<file path="config.mk">
export PLATFORM = sky130hd
export DESIGN_NAME = pc_sequencer
export DESIGN_NICKNAME = d
export VERILOG_FILES = /design/src/rtl/pc_sequencer.sv
export SDC_FILE = /design/constraint.sdc
export NUM_CORES = 1
export LEC_CHECK = 0
export ABC_AREA = 1
export CAP_MARGIN = 40
export CORE_MARGIN = 1.5
export CORE_UTILIZATION = 46
export CTS_BUF_LIST = sky130_fd_sc_hd__clkbuf_2 sky130_fd_sc_hd__clkbuf_4 sky130_fd_sc_hd__clkbuf_8
export CTS_CLUSTER_DIAMETER = 30
export CTS_CLUSTER_SIZE = 10
export DETAILED_ROUTE_END_ITERATION = 10
export PLACE_DENSITY_LB_ADDON = 0.3
export REMOVE_ABC_BUFFERS = 1
export SLEW_MARGIN = 20
export SYNTH_ARGS = -nofsm -noshare
export SYNTH_HDL_FRONTEND = slang
export SYNTH_SLANG_ARGS = --single-unit
</file>
<file path="constraint.sdc">
create_clock -name clock -period 1.55 [get_ports clock]
set_clock_uncertainty 0.1 [all_clocks]
set_input_delay 0.155 -clock clock [delete_from_list [all_inputs] [get_ports clock]]
set_output_delay 0.155 -clock clock [all_outputs]
set_load 0.1 [all_outputs]
</file>
<file path="src/rtl/pc_sequencer.sv">
// Instruction-fetch sequencer: walks instruction memory on start, issues datapath
// instructions with valid/stall handshake, and executes LOOP/HALT locally.
module pc_sequencer #(
    parameter int              ADDR_W      = 16,
    parameter logic [ADDR_W-1:0] START_ADDR = {ADDR_W{1'b0}},
    parameter logic [3:0]      LOOP_OPCODE = 4'hE,
    parameter logic [3:0]      HALT_OPCODE = 4'hF
) (
    input  logic              clock,
    input  logic              reset_n,
    input  logic              start,
    input  logic [15:0]       epochs,
    output logic [ADDR_W-1:0] imem_addr,
    input  logic [15:0]       imem_rdata,
    input  logic              stall,
    output logic [15:0]       instr,
    output logic              instr_valid,
    output logic              busy,
    output logic              done,
    output logic [15:0]       epoch_count
);

    typedef enum logic [1:0] {
        ST_IDLE  = 2'd0,
        ST_FETCH = 2'd1,
        ST_ISSUE = 2'd2,
        ST_DONE  = 2'd3
    } state_t;

    state_t            state_r, state_next_s;
    logic [ADDR_W-1:0] pc_r, pc_next_s;
    logic [15:0]       instr_r, instr_next_s;
    logic              instr_valid_r, instr_valid_next_s;
    logic              busy_r, busy_next_s;
    logic              done_r, done_next_s;
    logic [15:0]       epoch_count_r, epoch_count_next_s;
    logic [3:0]        opcode_s;
    logic [ADDR_W-1:0] pc_inc_s;

    // Loop target field is zero-extended, then truncated to the PC width.
    function automatic logic [ADDR_W-1:0] loop_target(input logic [7:0] field);
        logic [ADDR_W+7:0] wide_s;
        wide_s = {{ADDR_W{1'b0}}, field};
        return wide_s[ADDR_W-1:0];
    endfunction

    assign opcode_s = imem_rdata[15:12];
    assign pc_inc_s = pc_r + {{(ADDR_W-1){1'b0}}, 1'b1};

    // Next-state and next-register-value decode.
    always_comb begin
        state_next_s       = state_r;
        pc_next_s          = pc_r;
        instr_next_s       = instr_r;
        instr_valid_next_s = 1'b0;
        busy_next_s        = busy_r;
        done_next_s        = 1'b0;
        epoch_count_next_s = epoch_count_r;
        case (state_r)
            ST_IDLE: begin
                if (start) begin
                    if (epochs != 16'd0) begin
                        pc_next_s          = START_ADDR;
                        epoch_count_next_s = epochs;
                        busy_next_s        = 1'b1;
                        state_next_s       = ST_FETCH;
                    end else begin
                        done_next_s  = 1'b1;
                        state_next_s = ST_DONE;
                    end
                end else begin
                    state_next_s = ST_IDLE;
                end
            end
            ST_FETCH: begin
                state_next_s = ST_ISSUE;
            end
            ST_ISSUE: begin
                // Control opcodes bypass stall; they never reach the datapath.
                if (opcode_s == HALT_OPCODE) begin
                    busy_next_s  = 1'b0;
                    done_next_s  = 1'b1;
                    state_next_s = ST_DONE;
                end else if (opcode_s == LOOP_OPCODE) begin
                    if (epoch_count_r > 16'd1) begin
                        epoch_count_next_s = epoch_count_r - 16'd1;
                        pc_next_s          = loop_target(imem_rdata[11:4]);
                    end else begin
                        pc_next_s = pc_inc_s;
                    end
                    state_next_s = ST_FETCH;
                end else if (!stall) begin
                    instr_next_s       = imem_rdata;
                    instr_valid_next_s = 1'b1;
                    pc_next_s          = pc_inc_s;
                    state_next_s       = ST_FETCH;
                end else begin
                    // Holding the PC keeps the memory read data stable.
                    state_next_s = ST_ISSUE;
                end
            end
            ST_DONE: begin
                busy_next_s  = 1'b0;
                state_next_s = ST_IDLE;
            end
            default: begin
                busy_next_s  = 1'b0;
                state_next_s = ST_IDLE;
            end
        endcase
    end

    // FSM state register.
    always_ff @(posedge clock or negedge reset_n) begin
        if (!reset_n) begin
            state_r <= ST_IDLE;
        end else begin
            state_r <= state_next_s;
        end
    end

    // Datapath and output registers.
    always_ff @(posedge clock or negedge reset_n) begin
        if (!reset_n) begin
            pc_r          <= {ADDR_W{1'b0}};
            instr_r       <= 16'd0;
            instr_valid_r <= 1'b0;
            busy_r        <= 1'b0;
            done_r        <= 1'b0;
            epoch_count_r <= 16'd0;
        end else begin
            pc_r          <= pc_next_s;
            instr_r       <= instr_next_s;
            instr_valid_r <= instr_valid_next_s;
            busy_r        <= busy_next_s;
            done_r        <= done_next_s;
            epoch_count_r <= epoch_count_next_s;
        end
    end

    assign imem_addr   = pc_r;
    assign instr       = instr_r;
    assign instr_valid = instr_valid_r;
    assign busy        = busy_r;
    assign done        = done_r;
    assign epoch_count = epoch_count_r;

endmodule

</file>
==> results of run 1 <==
==> final cells by class <==
| cell class | count | area (um^2) |
|---|---|---|
| Clock buffer | 5 | 68.8 |
| Clock inverter | 3 | 26.3 |
| Fill cell | 321 | 942 |
| Inverter | 35 | 144 |
| Multi-Input combinational cell | 378 | 2070 |
| Sequential cell | 53 | 1330 |
| Tap cell | 96 | 120 |
| Timing Repair Buffer | 179 | 2130 |
==> routing by layer <==
| layer | GRT usage | up-vias |
|---|---|---|
| met3 | 0.0720 | 150 |
| met5 | 0 | - |
| li1 | - | 1856 |
| met4 | 0.188 | 0 |
| met2 | 0.589 | 446 |
| met1 | 0.418 | 2039 |
==> report_power, final <==
group	switching [W]	internal, W	leakage, nW
clock network	0.000553	0.000330	0.0423
logic	0.00738	0.00424	2.10
registers	0.000571	0.00190	0.678
total	0.00850	0.00647	2.82
==> repair_timing <==
action                                  CTS  global route
resized for setup                        58            62
endpoints found under the setup margin   48            50
pin swaps                                15            20
buffers inserted                         11             8
cloned                                    3             0
hold buffers                              1             0
hold endpoints to repair                 53             0
==> registers in the layout, summed over array words and instances (netlist names) <==
register / count
busy: 1
epoch_count: 16
done: 1
state_r: 2
imem_addr: 16
instr: 16
instr_valid: 1
==> cells in the final DEF (no fill, tap or decap), types with 4 or more instances in the layout <==
cell             Yosys  routed
a21oi_2              0       4
o21ai_1              0       8
clkbuf_8             0       5
clkdlybuf4s50_1      0      34
o21ai_2              6      12
o211ai_1             5       5
nand3_1             26      23
nor2_2               3      17
dfrtp_1             53      50
inv_2                6       6
nor2_1              67      46
xor2_1               4       4
buf_4                0      78
inv_1               29      26
nand2_1            193     178
nand2_2              6      14
o21ai_0             29      14
buf_12               0      51
nand2_4              1       7
nor2_4               4      11
nand4_1              4       4
buf_6                3      12
==> final timing paths <==
path,startpoint,end,slack [ns],cells past startpoint
setup / recovery,epoch_count[4],epoch_count[5],-0.48,7
hold / removal,imem_rdata[0],instr[0],0.25,3
setup reg to reg,epoch_count[4],epoch_count[5],-0.48,7
hold reg to reg,instr[2],instr[2],0.45,2
max in group asynchronous,reset_n,imem_addr[4],0.76,3
min in group asynchronous,reset_n,imem_addr[14],0.26,3
==> worst max-delay path: stages, from the launching register on <==
cell and delay [ns]:
dfrtp_1 0.46, buf_4 0.20, nor2_2 0.17, inv_1 0.08, o21ai_0 0.32, nand3_1 0.23
o21ai_0 0.24, o21ai_2 0.12
==> through the flow <==
stage               setup slack [ns]  cells  hold WS (ns)
floorplan                     -0.911    464        -0.241
finish                        -0.484    749         0.254
detailed placement            -0.492    720        0.0902
global placement              -0.444    720        0.0934
CTS                           -0.173    742         0.261
global route                  -0.427    749         0.264
==> cell families (layout without fill, tap and decap cells) <==
family / count (synthesis) / after routing / synth area share
mux: 1 / 1 / 0.00306
fa+ha+maj: 3 / 3 / 0.0115
buf+inv: 45 / 222 / 0.0601
simple gates: 311 / 313 / 0.403
xor+xnor: 5 / 5 / 0.0134
flops: 53 / 53 / 0.406
compound gates: 56 / 56 / 0.103
==> impl_metrics.tcl, run 1 <==
set metrics [dict create \
    cts_max_level 2 \
    antenna_found_initial 0 \
    max_freq_mhz 492 \
    yosysUniqueCellTypes 31 \
    yosys-top-cells-area "dfrtp_1 41%, nand2_1 22%, nor2_1 7.7%" \
    drc_errors 0 \
    drive_above_1_share 0.377 \
    die_y_um 87.3 \
    syn2layout_area_growth_pct 80.3 \
    grt_pass1_wl_mm 20.4 \
    place_congestion 0.905 \
    fin_setup_tns_ns -10.39 \
    min_path_type "in2reg" \
    yosys_warnings 0 \
    outcome "finished with violations" \
    violations "negative setup slack" \
    dieWidth_um 87.3 \
    met2RoutedLength_mm 7.02 \
    post-route-util 0.862 \
    vias 4491 \
    clockBufferDepth 2 \
    crit_type "reg2reg" \
    min_period_ns 2.03 \
    synth_area_um2 3270 \
    post-route-period-util 1.31 \
    ys.flop_type "dfrtp_1" \
    drt_iter0_markers 712 \
    synthTopCellsByCount "193 x nand2_1, 67 x nor2_1, 53 x dfrtp_1, 29 x inv_1, 29 x o21ai_0" \
    ios 87 \
    cap_violations 0 \
    ant_nets 0 \
    die-area_um2 7620 \
    globalRouteTotalUtil 0.350 \
    grt_overflow 0 \
    setup_viol 50 \
    required_ns 1.66 \
    final_net_count 691 \
    clk_pin_slew_worst_paths_ns 0.11 \
    drtPass1Iterations 6 \
    stdcell_area_um2 5890 \
    rsz0062_at_grt "true" \
    wl_met1_mm 4.98 \
    clkLatencyLatePin_ns 0.33 \
    crit_path_start_kind "flip-flop" \
    power_density_nw_per_um2 2540 \
    routed_wl_mm 15.0 \
    synth_top_area_share 0.406 \
    initial_core_util 0.478 \
    num_rows 30 \
    grt_max_degree 30 \
    path_max_fanout 5 \
    async_reset_ff_frac 1.00 \
    portBuffers 86 \
    avgSynthCellArea_um2 6.89 \
    yosysMostFrequentCell "nand2_1" \
    yosysSeqAreaShare 0.406 \
    top_layer_used "met4" \
    slew_viol_final 0 \
    dpl_cell_area_um2 5240 \
    synth_edf_count 0 \
    setup_ws_ns -0.484 \
    diodes 0 \
    core_area_um2 6830 \
    cts_sinks 53 \
    synth_top_area_cell "dfrtp_1" \
    slew_headroom 0.721 \
    power_leakage_nw 2.82 \
    finalPower_w 0.0150 \
    wl_met3_mm 1.87 \
    cts_buffers 5 \
    via_per_inst 6.00 \
    wire_per_inst_um 20.1 \
    peakVddDrop_uv 2030 \
    hold_violations 0 \
    worst_pin_slew_ns 0.414 \
    cts_tree "done" \
    ys_seq_elements 53 \
    worst_ep_arrival_time_ns 2.14 \
    endpoint_kind "flip-flop" \
    dp_hpwl_mm 7.93 \
    grt_pass1_vias 4199 \
    root_buffer "clkbuf_8" \
    syn_inst 474 \
]
Note: power is estimated with default switching activity, not from simulation.
==> run 2: changes to the inputs <==
CORE_UTILIZATION = 45   (was 46)
SKIP_CTS_REPAIR_TIMING = 1   (was not set)
==> run 2 against run 1 <==
Against the previous run: the flow still finishes with violations (negative setup slack); non-clock buffer count shrank 5; clock-buffer cell count is the same; critical path depth grew 3; wire length shrank 23%; global-route usage shrank 8.3 points.
==> impl_metrics.tcl, run 2 (same netlist as run 1, synthesis figures left out) <==
set metrics [dict create \
    violations "negative setup slack" \
    grt_pass1_vias 3578 \
    slew_headroom 0.760 \
    worst_ep_arrival_time_ns 1.97 \
    vias 3951 \
    root_buffer "clkbuf_8" \
    rsz0062_at_grt "true" \
    worst_pin_slew_ns 0.359 \
    cts_buffers 5 \
    setup_ws_ns -0.265 \
    globalRouteTotalUtil 0.267 \
    cts_max_level 2 \
    cts_tree "done" \
    path_max_fanout 5 \
    post-route-period-util 1.17 \
    diodes 0 \
    finalPower_w 0.0139 \
    rr_endpoint "imem_addr[8]" \
    crit_path_start_kind "flip-flop" \
    min_period_ns 1.82 \
    wire_per_inst_um 15.5 \
    initial_core_util 0.473 \
    setup_viol 49 \
    antenna_found_initial 0 \
    drc_errors 0 \
    clk_pin_slew_worst_paths_ns 0.10 \
    endpoint_kind "flip-flop" \
    clockBufferDepth 2 \
    fill_cells 381 \
    cap_violations 0 \
    pre_cts_ws_ns -0.539 \
    ant_nets 0 \
    place_congestion 0.906 \
    grt_overflow 0 \
    rrSetupSlack_ns -0.27 \
    core_area_um2 6910 \
    outcome "finished with violations" \
    peakVddDrop_uv 2030 \
    min_path_type "in2async" \
    final_cell_mix "168 x nand2_1, 74 x buf_4, 53 x buf_12, 52 x nor2_1, 52 x dfrtp_1" \
    max_freq_mhz 551 \
    required_ns 1.71 \
    fin_setup_tns_ns -8.74 \
    die_y_um 88.2 \
    num_rows 30 \
    clkLatencyLatePin_ns 0.31 \
    worstReg2RegStart "epoch_count[9]" \
    hold_violations 0 \
    portBuffers 86 \
    drtPass1Iterations 5 \
    cts_sinks 53 \
    grt_max_degree 54 \
    drt_iter0_markers 303 \
    syn2layout_area_growth_pct 76.3 \
    dp_hpwl_mm 7.93 \
    power_density_nw_per_um2 2420 \
    slew_viol_final 0 \
    ios 87 \
    final_common_cell "nand2_1" \
    reg2regPathDepth 10 \
    finalNonFillerCells 743 \
    power_leakage_nw 2.74 \
    die-area_um2 7780 \
    via_per_inst 5.32 \
    final_net_count 685 \
    drive_above_1_share 0.360 \
    crit_type "reg2reg" \
    grt_pass1_wl_mm 16.1 \
    dieWidth_um 88.2 \
    routed_wl_mm 11.5 \
    dp.cells 720 \
    crit_start "epoch_count[9]" \
]
## run 2: changes by cell type in the layout (fill, tap and decap cells not counted), moves of 5 or more
cell,delta
buf_6,-5
nor2_1,+6
nor2_2,-5
nand2_2,+11
nand2_1,-10
## run 2: worst max path at each step
stage | to | cells after the start
final | imem_addr[8] | 10
after global routing | epoch_count[13] | 10
after CTS | imem_addr[12] | 9
after detailed placement | epoch_count[13] | 11
after global placement | epoch_count[11] | 11
after floorplan | epoch_count[0] | 11
## run 2: layout make-up
type | instances | area (um^2) | share of cell area
Clock buffer | 5 | 68.8 | 0.0120
Clock inverter | 3 | 21.3 | 0.00369
Inverter | 35 | 141 | 0.0246
Multi-Input combinational cell | 377 | 1970 | 0.342
Sequential cell | 53 | 1330 | 0.231
Tap cell | 96 | 120 | 0.0209
Timing Repair Buffer | 174 | 2110 | 0.367
## run 2: where the power goes
group | total [W] | internal [W] | switching [W] | leakage, nW
registers | 0.00249 | 0.00190 | 0.000596 | 0.681
logic | 0.0106 | 0.00401 | 0.00662 | 2.01
clock network | 0.000803 | 0.000322 | 0.000481 | 0.0445
total | 0.0139 | 0.00623 | 0.00770 | 2.74
## run 2: layer usage
metal	part of all wire	up-vias	global-route usage
met5	0	-	0
met4	0.029	0	0.0767
met3	0.072	40	0.0424
met2	0.52	216	0.470
met1	0.38	1853	0.338
li1	-	1842	-
## run 2: per-stage QoR
step	hold slack (ns)	area (um^2)	utilization
after detailed placement	0.0730	5270	0.763
after floorplan	-0.241	3200	-
after CTS	-0.267	5360	0.776
after global routing	0.277	5760	0.834
final	0.247	5760	0.834
after global placement	0.0739	5270	0.763
## run 2: critical path: stages (launching register included)
cell and delay, ns:
dfrtp_1 0.42, nor2_4 0.18, nand2_1 0.11, nor2_1 0.14, nand2_1 0.11, nand2_2 0.14
nand2_4 0.11, buf_4 0.16, o21ai_1 0.13, nand2_1 0.08, inv_1 0.06
==> variant: new RTL, flow settings as in run 2 <==
Make the reset (`reset_n`) synchronous in 2 clocked blocks.
--- a/src/rtl/pc_sequencer.sv
+++ b/src/rtl/pc_sequencer.sv
@@ -112,5 +112,5 @@
 
     // FSM state register.
-    always_ff @(posedge clock or negedge reset_n) begin
+    always_ff @(posedge clock) begin
         if (!reset_n) begin
             state_r <= ST_IDLE;
@@ -121,5 +121,5 @@
 
     // Datapath and output registers.
-    always_ff @(posedge clock or negedge reset_n) begin
+    always_ff @(posedge clock) begin
         if (!reset_n) begin
             pc_r          <= {ADDR_W{1'b0}};
Behaviour: differs if reset_n is asserted again (counterexample within 4 cycles, from zero or initial values and one cycle with reset_n low); with reset_n held inactive, the same outputs for 10 cycles.
==> variant against run 2 <==
The run still ends with negative setup slack left. Hold slack better by 86 ps. Sequential cell count stayed put. Final area is 1.2% higher. Synthesized area is 1.5% higher. Wire length is 4.1% higher. Setup slack worse by 90 ps. Synthesized cell count is 12% higher.
Power is not compared: it rests on default switching activity, and its combinational part moved more than twofold at a synthesized area within 25%.
==> variant: results (changes against run 2) <==
Gpl congestion: 0.878 (-3.1%)
H-tree levels: 2 (unchanged)
Largest net degree at the start of global routing: 34 (-37%)
Met2 wire length: 6050 microns (+0.90%)
Fraction of the mapped netlist area in adder cells: 0.0226 (+0.0112)
Global-route total usage across every layer: 0.255 (-0.0121)
R2R Path End: imem_addr[8]
Vias post-DR: 4254 (+7.7%)
R2r startpoint: state_r[1]
Vias in the first global route: 3687 (+3.0%)
Area contributors post-synth: dfxtp_1 (32%), nand2_1 (19%), nor2_1 (12%), inv_1 (5.3%), nand3_1 (5.0%)
Share of cells above drive strength 1: 0.309 (-0.0510)
Crit-path max FO: 6 (+1)
Met3 Wirelength: 1100 microns (+32%)
Max incr delay on CP: 360 ps (-60 ps)
Endpoints failing setup: 52 (+6.1%)
Dpl cell area: 5300 sq um (+0.62%)
Placed Cells: 777 (+7.9%)
Setup WS pre-CTS: -464 ps (+75.0 ps)
Xor and xnor area share after synthesis: 0.0185 (+0.00509)
Post-synthesis mux area share: 0 (-0.00306)
Met3 Usage GRT: 0.0578 (+0.0154)
Site Rows: 31 (+3.3%)
Violated checks: negative setup slack
Clock Latency Late Sink: 320 ps
Final cell count without fillers: 801 (+7.8%)
Slew Limit Headroom: 0.732 (-0.0285)
Ys flop type: dfxtp_1
Hold WC Path Type: in2reg
Post-DP HPWL: 7540 microns (-4.9%)
Slack of the critical path: -356 ps (-90.3 ps)
Synth cell count leaders: nand2_1 (170), nor2_1 (110), dfxtp_1 (53)
Met1 WL: 4340 microns (-0.84%)
Root Driver: clkbuf_8
Status: finished with violations
Clk power: 0.00101 W
Met2 usage: 0.488 (+0.0185)
Final #Nets: 743 (+8.5%)
M1 GR Usage: 0.281 (-0.0565)
Synth Area in Compound Gates: 0.0898 (-0.0128)
Seq/Total Area, Yosys: 0.320 (-0.0860)
Wire per inst: 15.0 microns (-3.4%)
Setup TNS: -10670 ps (-1930 ps)
Synth unique cells: 36 (+16%)
Slowest stage cell, crit path: dfxtp_2
First-pass GRT wire length: 15900 microns (-1.5%)
Reg2reg path depth: 9 (-1)
Synthesized area per cell: 6.24 sq um (-9.4%)
Final Hold Slack: 333 ps (+86.1 ps)
Asr flop ratio synth: 0 (-1.00)
==> variant: cell types whose count changed after synthesis, moves of 6 or more <==
cell,run 2,this run
nand3_1,26,33
dfrtp_1,53,0
nor2_1,67,110
nand2_1,193,170
inv_1,29,47
o21ai_2,6,0
dfxtp_1,0,53
a21oi_1,7,17
==> variant: how the worst max path moves through the flow <==
stage / startpoint / end / slack [ps] / depth (start not counted)
after floorplan: epoch_count[0] / epoch_count[12] / -890 / 10
after global placement: start / epoch_count[12] / -370 / 10
after detailed placement: imem_rdata[14] / imem_addr[11] / -460 / 9
after CTS: state_r[1] / epoch_count[4] / -430 / 10
after global routing: state_r[1] / imem_addr[8] / -470 / 9
final: state_r[1] / imem_addr[8] / -360 / 9
==> variant: cell type report <==
cell class	instances	area, sq um
Tap cell	99	124
Clock buffer	5	68.8
Inverter	51	201
Clock inverter	3	47.5
Multi-Input combinational cell	415	2140
Sequential cell	53	1070
Fill cell	431	1350
Timing Repair Buffer	175	2170
